## config.mk

```make
export PLATFORM = sky130hd
export DESIGN_NAME = vrf_write_scheduler
export DESIGN_NICKNAME = d
export VERILOG_FILES = /design/src/rtl/vrf_pkg.sv /design/src/rtl/vrf_write_scheduler_rr_arb2.sv /design/src/rtl/vrf_write_scheduler.sv
export SDC_FILE = /design/constraint.sdc
export NUM_CORES = 1
export LEC_CHECK = 0
export CAP_MARGIN = 15
export CORE_UTILIZATION = 36
export CTS_CLUSTER_DIAMETER = 200
export CTS_CLUSTER_SIZE = 8
export DETAILED_ROUTE_END_ITERATION = 16
export PLACE_DENSITY = 0.73
export SYNTH_ARGS = -nofsm -noshare
export SYNTH_HDL_FRONTEND = slang
export SYNTH_SLANG_ARGS = --single-unit
```

## constraint.sdc

```tcl
create_clock -name i_clk -period 2.15 [get_ports i_clk]
set_clock_uncertainty 0.1 [all_clocks]
set_input_delay 0.215 -clock i_clk [delete_from_list [all_inputs] [get_ports i_clk]]
set_output_delay 0.215 -clock i_clk [all_outputs]
set_load 0.005 [all_outputs]
```

## src/rtl/vrf_pkg.sv

```systemverilog
// Shared constants and helpers for the vector register file write path.
package vrf_pkg;

   localparam int ADDR_W = 4;
   localparam int WORD_W = 32;

   localparam logic [ADDR_W-1:0] VREG_ZERO = 4'd0;
   localparam logic [ADDR_W-1:0] VREG_BTN  = 4'd12;
   localparam logic [ADDR_W-1:0] VREG_Y    = 4'd13;
   localparam logic [ADDR_W-1:0] VREG_LANE = 4'd14;
   localparam logic [ADDR_W-1:0] VREG_TIME = 4'd15;

   typedef enum logic {
      SRC_ALU = 1'b0,
      SRC_LDU = 1'b1
   } src_e;

   function automatic logic is_writable(input logic [ADDR_W-1:0] addr);
      return !(addr == VREG_ZERO || addr == VREG_BTN || addr == VREG_Y ||
               addr == VREG_LANE || addr == VREG_TIME);
   endfunction

endpackage

```

## src/rtl/vrf_write_scheduler_rr_arb2.sv

```systemverilog
// Two-way round-robin arbiter; req[0]/gnt[0] is the ALU, req[1]/gnt[1] the load unit.
module rr_arb2
   import vrf_pkg::*;
(
   input  logic       i_clk,
   input  logic       i_rst_n,
   input  logic [1:0] i_req,
   output logic [1:0] o_gnt
);

   src_e r_ptr;

   always_comb begin
      o_gnt = 2'b00;
      unique case (i_req)
         2'b01:   o_gnt = 2'b01;
         2'b10:   o_gnt = 2'b10;
         2'b11:   o_gnt = (r_ptr == SRC_ALU) ? 2'b01 : 2'b10;
         default: o_gnt = 2'b00;
      endcase
   end

   // Only contested cycles move the pointer.
   always_ff @(posedge i_clk) begin
      if (!i_rst_n) begin
         r_ptr <= SRC_ALU;
      end else if (&i_req) begin
         r_ptr <= (r_ptr == SRC_ALU) ? SRC_LDU : SRC_ALU;
      end
   end

endmodule

```

## src/rtl/vrf_write_scheduler.sv

```systemverilog
// Shares the VRF write port between ALU and load writeback and
// tracks pending writes per register for decode hazard stalls.
module vrf_write_scheduler
   import vrf_pkg::*;
#(
   parameter int DATA_WIDTH = 8,
   parameter int LANES      = 4,
   parameter int REG_COUNT  = 16
) (
   input  logic                        i_clk,
   input  logic                        i_rst_n,
   input  logic                        i_alu_valid,
   input  logic [ADDR_W-1:0]           i_alu_addr,
   input  logic [DATA_WIDTH*LANES-1:0] i_alu_data,
   output logic                        o_alu_ready,
   input  logic                        i_ldu_valid,
   input  logic [ADDR_W-1:0]           i_ldu_addr,
   input  logic [DATA_WIDTH*LANES-1:0] i_ldu_data,
   output logic                        o_ldu_ready,
   input  logic                        i_rsv_valid,
   input  logic [ADDR_W-1:0]           i_rsv_addr,
   input  logic [ADDR_W-1:0]           i_chk_addr1,
   input  logic [ADDR_W-1:0]           i_chk_addr2,
   output logic                        o_stall,
   output logic [REG_COUNT-1:0]        o_busy,
   output logic                        o_we,
   output logic [ADDR_W-1:0]           o_w_addr,
   output logic [DATA_WIDTH*LANES-1:0] o_w_data,
   output logic                        o_drop
);

   localparam int DW = DATA_WIDTH * LANES;

   logic [1:0]           w_gnt;
   logic                 w_hs_alu;
   logic                 w_hs_ldu;
   logic                 w_hs;
   logic [ADDR_W-1:0]    w_sel_addr;
   logic [DW-1:0]        w_sel_data;
   logic                 w_sel_wr;
   logic [REG_COUNT-1:0] w_set;
   logic [REG_COUNT-1:0] w_clr;

   logic                 r_we;
   logic [ADDR_W-1:0]    r_waddr;
   logic [DW-1:0]        r_wdata;
   logic                 r_drop;
   logic [REG_COUNT-1:0] r_busy;

   rr_arb2 u_arb (
      .i_clk   (i_clk),
      .i_rst_n (i_rst_n),
      .i_req   ({i_ldu_valid, i_alu_valid}),
      .o_gnt   (w_gnt)
   );

   assign o_alu_ready = i_alu_valid & w_gnt[0] & i_rst_n;
   assign o_ldu_ready = i_ldu_valid & w_gnt[1] & i_rst_n;

   assign w_hs_alu   = o_alu_ready;
   assign w_hs_ldu   = o_ldu_ready;
   assign w_hs       = w_hs_alu | w_hs_ldu;
   assign w_sel_addr = w_hs_ldu ? i_ldu_addr : i_alu_addr;
   assign w_sel_data = w_hs_ldu ? i_ldu_data : i_alu_data;
   assign w_sel_wr   = is_writable(w_sel_addr);

   always_ff @(posedge i_clk) begin
      if (!i_rst_n) begin
         r_we    <= 1'b0;
         r_drop  <= 1'b0;
         r_waddr <= '0;
         r_wdata <= '0;
      end else begin
         r_we   <= w_hs & w_sel_wr;
         r_drop <= w_hs & ~w_sel_wr;
         if (w_hs && w_sel_wr) begin
            r_waddr <= w_sel_addr;
            r_wdata <= w_sel_data;
         end
      end
   end

   assign o_stall = r_busy[i_chk_addr1] | r_busy[i_chk_addr2] |
                    (i_rsv_valid & r_busy[i_rsv_addr]);

   // A stalled reservation is re-presented by decode, so it is not recorded.
   always_comb begin
      w_set = '0;
      w_clr = '0;
      if (i_rsv_valid && is_writable(i_rsv_addr) && !o_stall) begin
         w_set = REG_COUNT'(1) << i_rsv_addr;
      end
      if (r_we) begin
         w_clr = REG_COUNT'(1) << r_waddr;
      end
   end

   always_ff @(posedge i_clk) begin
      if (!i_rst_n) begin
         r_busy <= '0;
      end else begin
         r_busy <= (r_busy & ~w_clr) | w_set;
      end
   end

   assign o_busy   = r_busy;
   assign o_we     = r_we;
   assign o_w_addr = r_waddr;
   assign o_w_data = r_wdata;
   assign o_drop   = r_drop;

endmodule

```

==> impl_metrics.csv <==
group,metric,value,unit
setup_path,cpMaxStageDelayCell,"mux4_2",
yosys,yosys_warnings,0,
die,dieHeight,93.2,um
layout,drive_above_1_share,0.192,
yosys,synth_nets,385,
placed_design,gp_congestion,0.861,
die,die_x,93.2,um
placed_design,io_buffer_count,145,
timing,finalCriticalPeriod,2150,ps
hold_path,hp-class,"in2reg",
layout,area_delta_synth_final,63.5,%
timing,max_slew_margin,0.611,
setup_path,critical_path_required,1840,ps
clock_network,cts_buffer_depth,2,
timing,setup_violations,0,
routing,drc,0,
timing,setup_tns,0,ps
power_and_ir_drop,p_total,2.57,mW
power_and_ir_drop,cellPowerDensity,525,nW/um2
global_route,track_usage,0.205,
yosys,async_reset_ff_frac,0,
die,start_util,0.379,
power_and_ir_drop,leakage,2.22,nW
routing,drt_iter0_drc,116,
layout,num_antenna_cells,0,
setup_path,crit_arrival,1830,ps
clock_network,clk_pin_slew,100,ps
yosys,syn_area,2990,um2
timing,rsz0062_at_grt,"yes",
setup_path,reg2reg_slack,50,ps
clock_network,tritoncts,"yes",
global_route,grt_overflow_total,0,
job,drv_cap,0,
yosys,synth-edff-count,0,
layout,stdcell_count,565,
placed_design,dpl-instance-area,4690,um2
placed_design,post-place-cells,555,
setup_path,path_cells,"mux4_2 > mux2i_1 > mux2_4 > nand2_4 > a21o_2 > buf_2",
setup_path,crit_family,"multiplexers",
setup_path,worst-path-buf-inv,1,
setup_path,cp_max_fo,4,
routing,ant_nets,0,
hold_path,hold_end,"u_arb.r_ptr$_SDFFE_PN0N_",
routing,wirelength,8760,um
layout,nets,551,
yosys,synth_cells,296,
hold_path,min_delay_path_depth,4,
routing,firstDrtPassIters,4,
yosys,synthFlopType,"dfxtp_1",
global_route,grt_max_degree,58,
hold_path,hold_start,"i_alu_valid",
die,core_area,7890,um2
yosys,seq_area_frac_synth,0.368,
timing,fin_crit_sh,0.998,
die,die-area,8680,um2
routing,vias,2888,
timing,slew_viol_final,0,
clock_network,cts_max_level,2,
clock_network,ctsRootBufferMaster,"clkbuf_8",
layout,post-route-util,0.620,
yosys,avgSynthCellArea,10.1,um2
setup_path,cp-start-kind,"flip-flop",
clock_network,cts-buffers-inserted,5,
timing,finalHoldViolCount,0,
global_route,grt_pass1_vias,2882,
timing,max_freq,466,MHz
global_route,grt_pass1_wl,13900,um
timing,worst_slew_pin_slew,584,ps
routing,wl_per_cell,15.5,um
run_status,run_status,"finished clean",
setup_path,endpoint_kind,"output port",
power_and_ir_drop,peakVddDrop,302,uV
setup_path,crit_type,"reg2out",
setup_path,timing.rr.end,"o_busy[2]$_SDFF_PN0_",
setup_path,cpPeakStageDelay,470,ps
die,rows,32,
setup_path,r2r_cells,6,
routing,vias_per_cell,5.11,
placed_design,dp_hpwl,6900,um
yosys,synth-seq-cells,55,
setup_path,r2r_start,"o_busy[3]$_SDFF_PN0_",
clock_network,clock_latency,320,ps
layout,stdcell_area,4890,um2
global_route,antenna_found_initial,0,
clock_network,postCtsHoldBufs,0,
setup_path,cp-startpoint,"o_busy[15]$_SDFF_PN0_",
die,ios,146,
clock_network,clkSinkCount,55,
yosys,yosysUniqueCellTypes,40,
-- registers in the layout, summed over array words and instances, names as in the netlist --
name / count
o_drop: 1
o_busy: 16
o_w_addr: 4
u_arb.r_ptr: 1
o_w_data: 32
o_we: 1
-- metrics by stage --
stage | hold slack (ps) | setup WS [ps]
final | 235 | 3.46
after global routing | 287 | -44.7
after CTS | 370 | 2.82
after detailed placement | 352 | -591
after global placement | 345 | -541
after floorplan | 288 | 203
-- layout by cell type, fill, tap and decap left out, types with 4 or more instances in the layout --
cell / instances
nand3b_1: 4
and2_1: 5
dfxtp_1: 42
dfxtp_2: 12
mux2i_1: 70
nor2_1: 5
buf_4: 31
nand2_1: 49
o21ai_0: 4
nand3_1: 6
clkdlybuf4s50_1: 138
o211ai_1: 7
clkbuf_8: 5
a21oi_1: 7
nor2b_1: 4
mux4_2: 11
-- worst register-to-register path: stages (launching register included) --
cell and delay (ps):
dfxtp_2 370, mux4_2 480, a22oi_2 180, nand3_2 120, buf_4 190, or3_2 470, o21ai_1 130
-- cell usage after synthesis (2+ instances only) --
cell	number	area share
a21oi_1	7	0.012
o21ai_1	2	0.0033
buf_6	5	0.019
mux2_2	4	0.015
o311ai_0	2	0.0059
or3_2	2	0.0050
clkbuf_1	9	0.011
and2_1	5	0.010
mux4_1	2	0.018
inv_1	3	0.0038
o21ai_0	5	0.0084
or3b_2	3	0.0088
nor2_1	5	0.0063
o41ai_1	4	0.012
nand3_1	6	0.010
nand4_1	2	0.0042
buf_2	4	0.0067
mux4_2	10	0.075
o21ai_2	3	0.0088
o211ai_1	7	0.018
o31ai_1	2	0.0050
dfxtp_1	55	0.37
mux2i_1	70	0.23
nand2b_1	2	0.0042
nor2b_1	5	0.010
or3_1	3	0.0063
nand3b_1	4	0.010
nand2_1	52	0.065
buf_4	2	0.0050
-- routing by layer --
metal  global-route usage  vias to the layer above  wire (um)
li1                     -                     1410          -
met1                0.233                     1335       3540
met2                0.363                      128       4270
met3               0.0683                       15        784
met4               0.0590                        0        161
met5                    0                        -          0
-- report_power, final --
part	internal (mW)	switching, mW	total [mW]
Combinational	0.445	0.252	0.696
Sequential	1.10	0.0561	1.16
Clock	0.351	0.359	0.711
Total	1.90	0.667	2.57
-- how the worst max path moves through the flow --
stage | cells after the start | end
floorplan | 6 | o_w_addr[0]$_SDFFE_PN0P_
global placement | 7 | o_stall
detailed placement | 7 | o_stall
CTS | 5 | o_ldu_ready
global route | 6 | o_stall
finish | 6 | o_stall
-- area by class of cell --
class	instances	area, um2
inverter	3	11.3
clock buffer	5	68.8
clock inverter	3	46.3
multi-input combinational	218	1790
sequential	55	1120
timing repair buffer	179	1730
fill	666	3000
tap	102	128
-- logic make-up after synthesis --
kind of cell    count (synthesis)  share of synthesized area
xor+xnor                        1                    0.00293
flops                          55                      0.368
compound gates                 36                     0.0845
mux                            86                      0.342
simple gates                   95                      0.157
buf+inv                        23                     0.0456
-- what timing repair did --
action | 4_1_cts | 5_1_grt
pin swaps | 1 | 0
cloned | 0 | 1
setup endpoints to repair | 44 | 40
resized for setup | 17 | 18
setup buffers | 0 | 1
No activity file was read; power rests on OpenSTA's default activity.
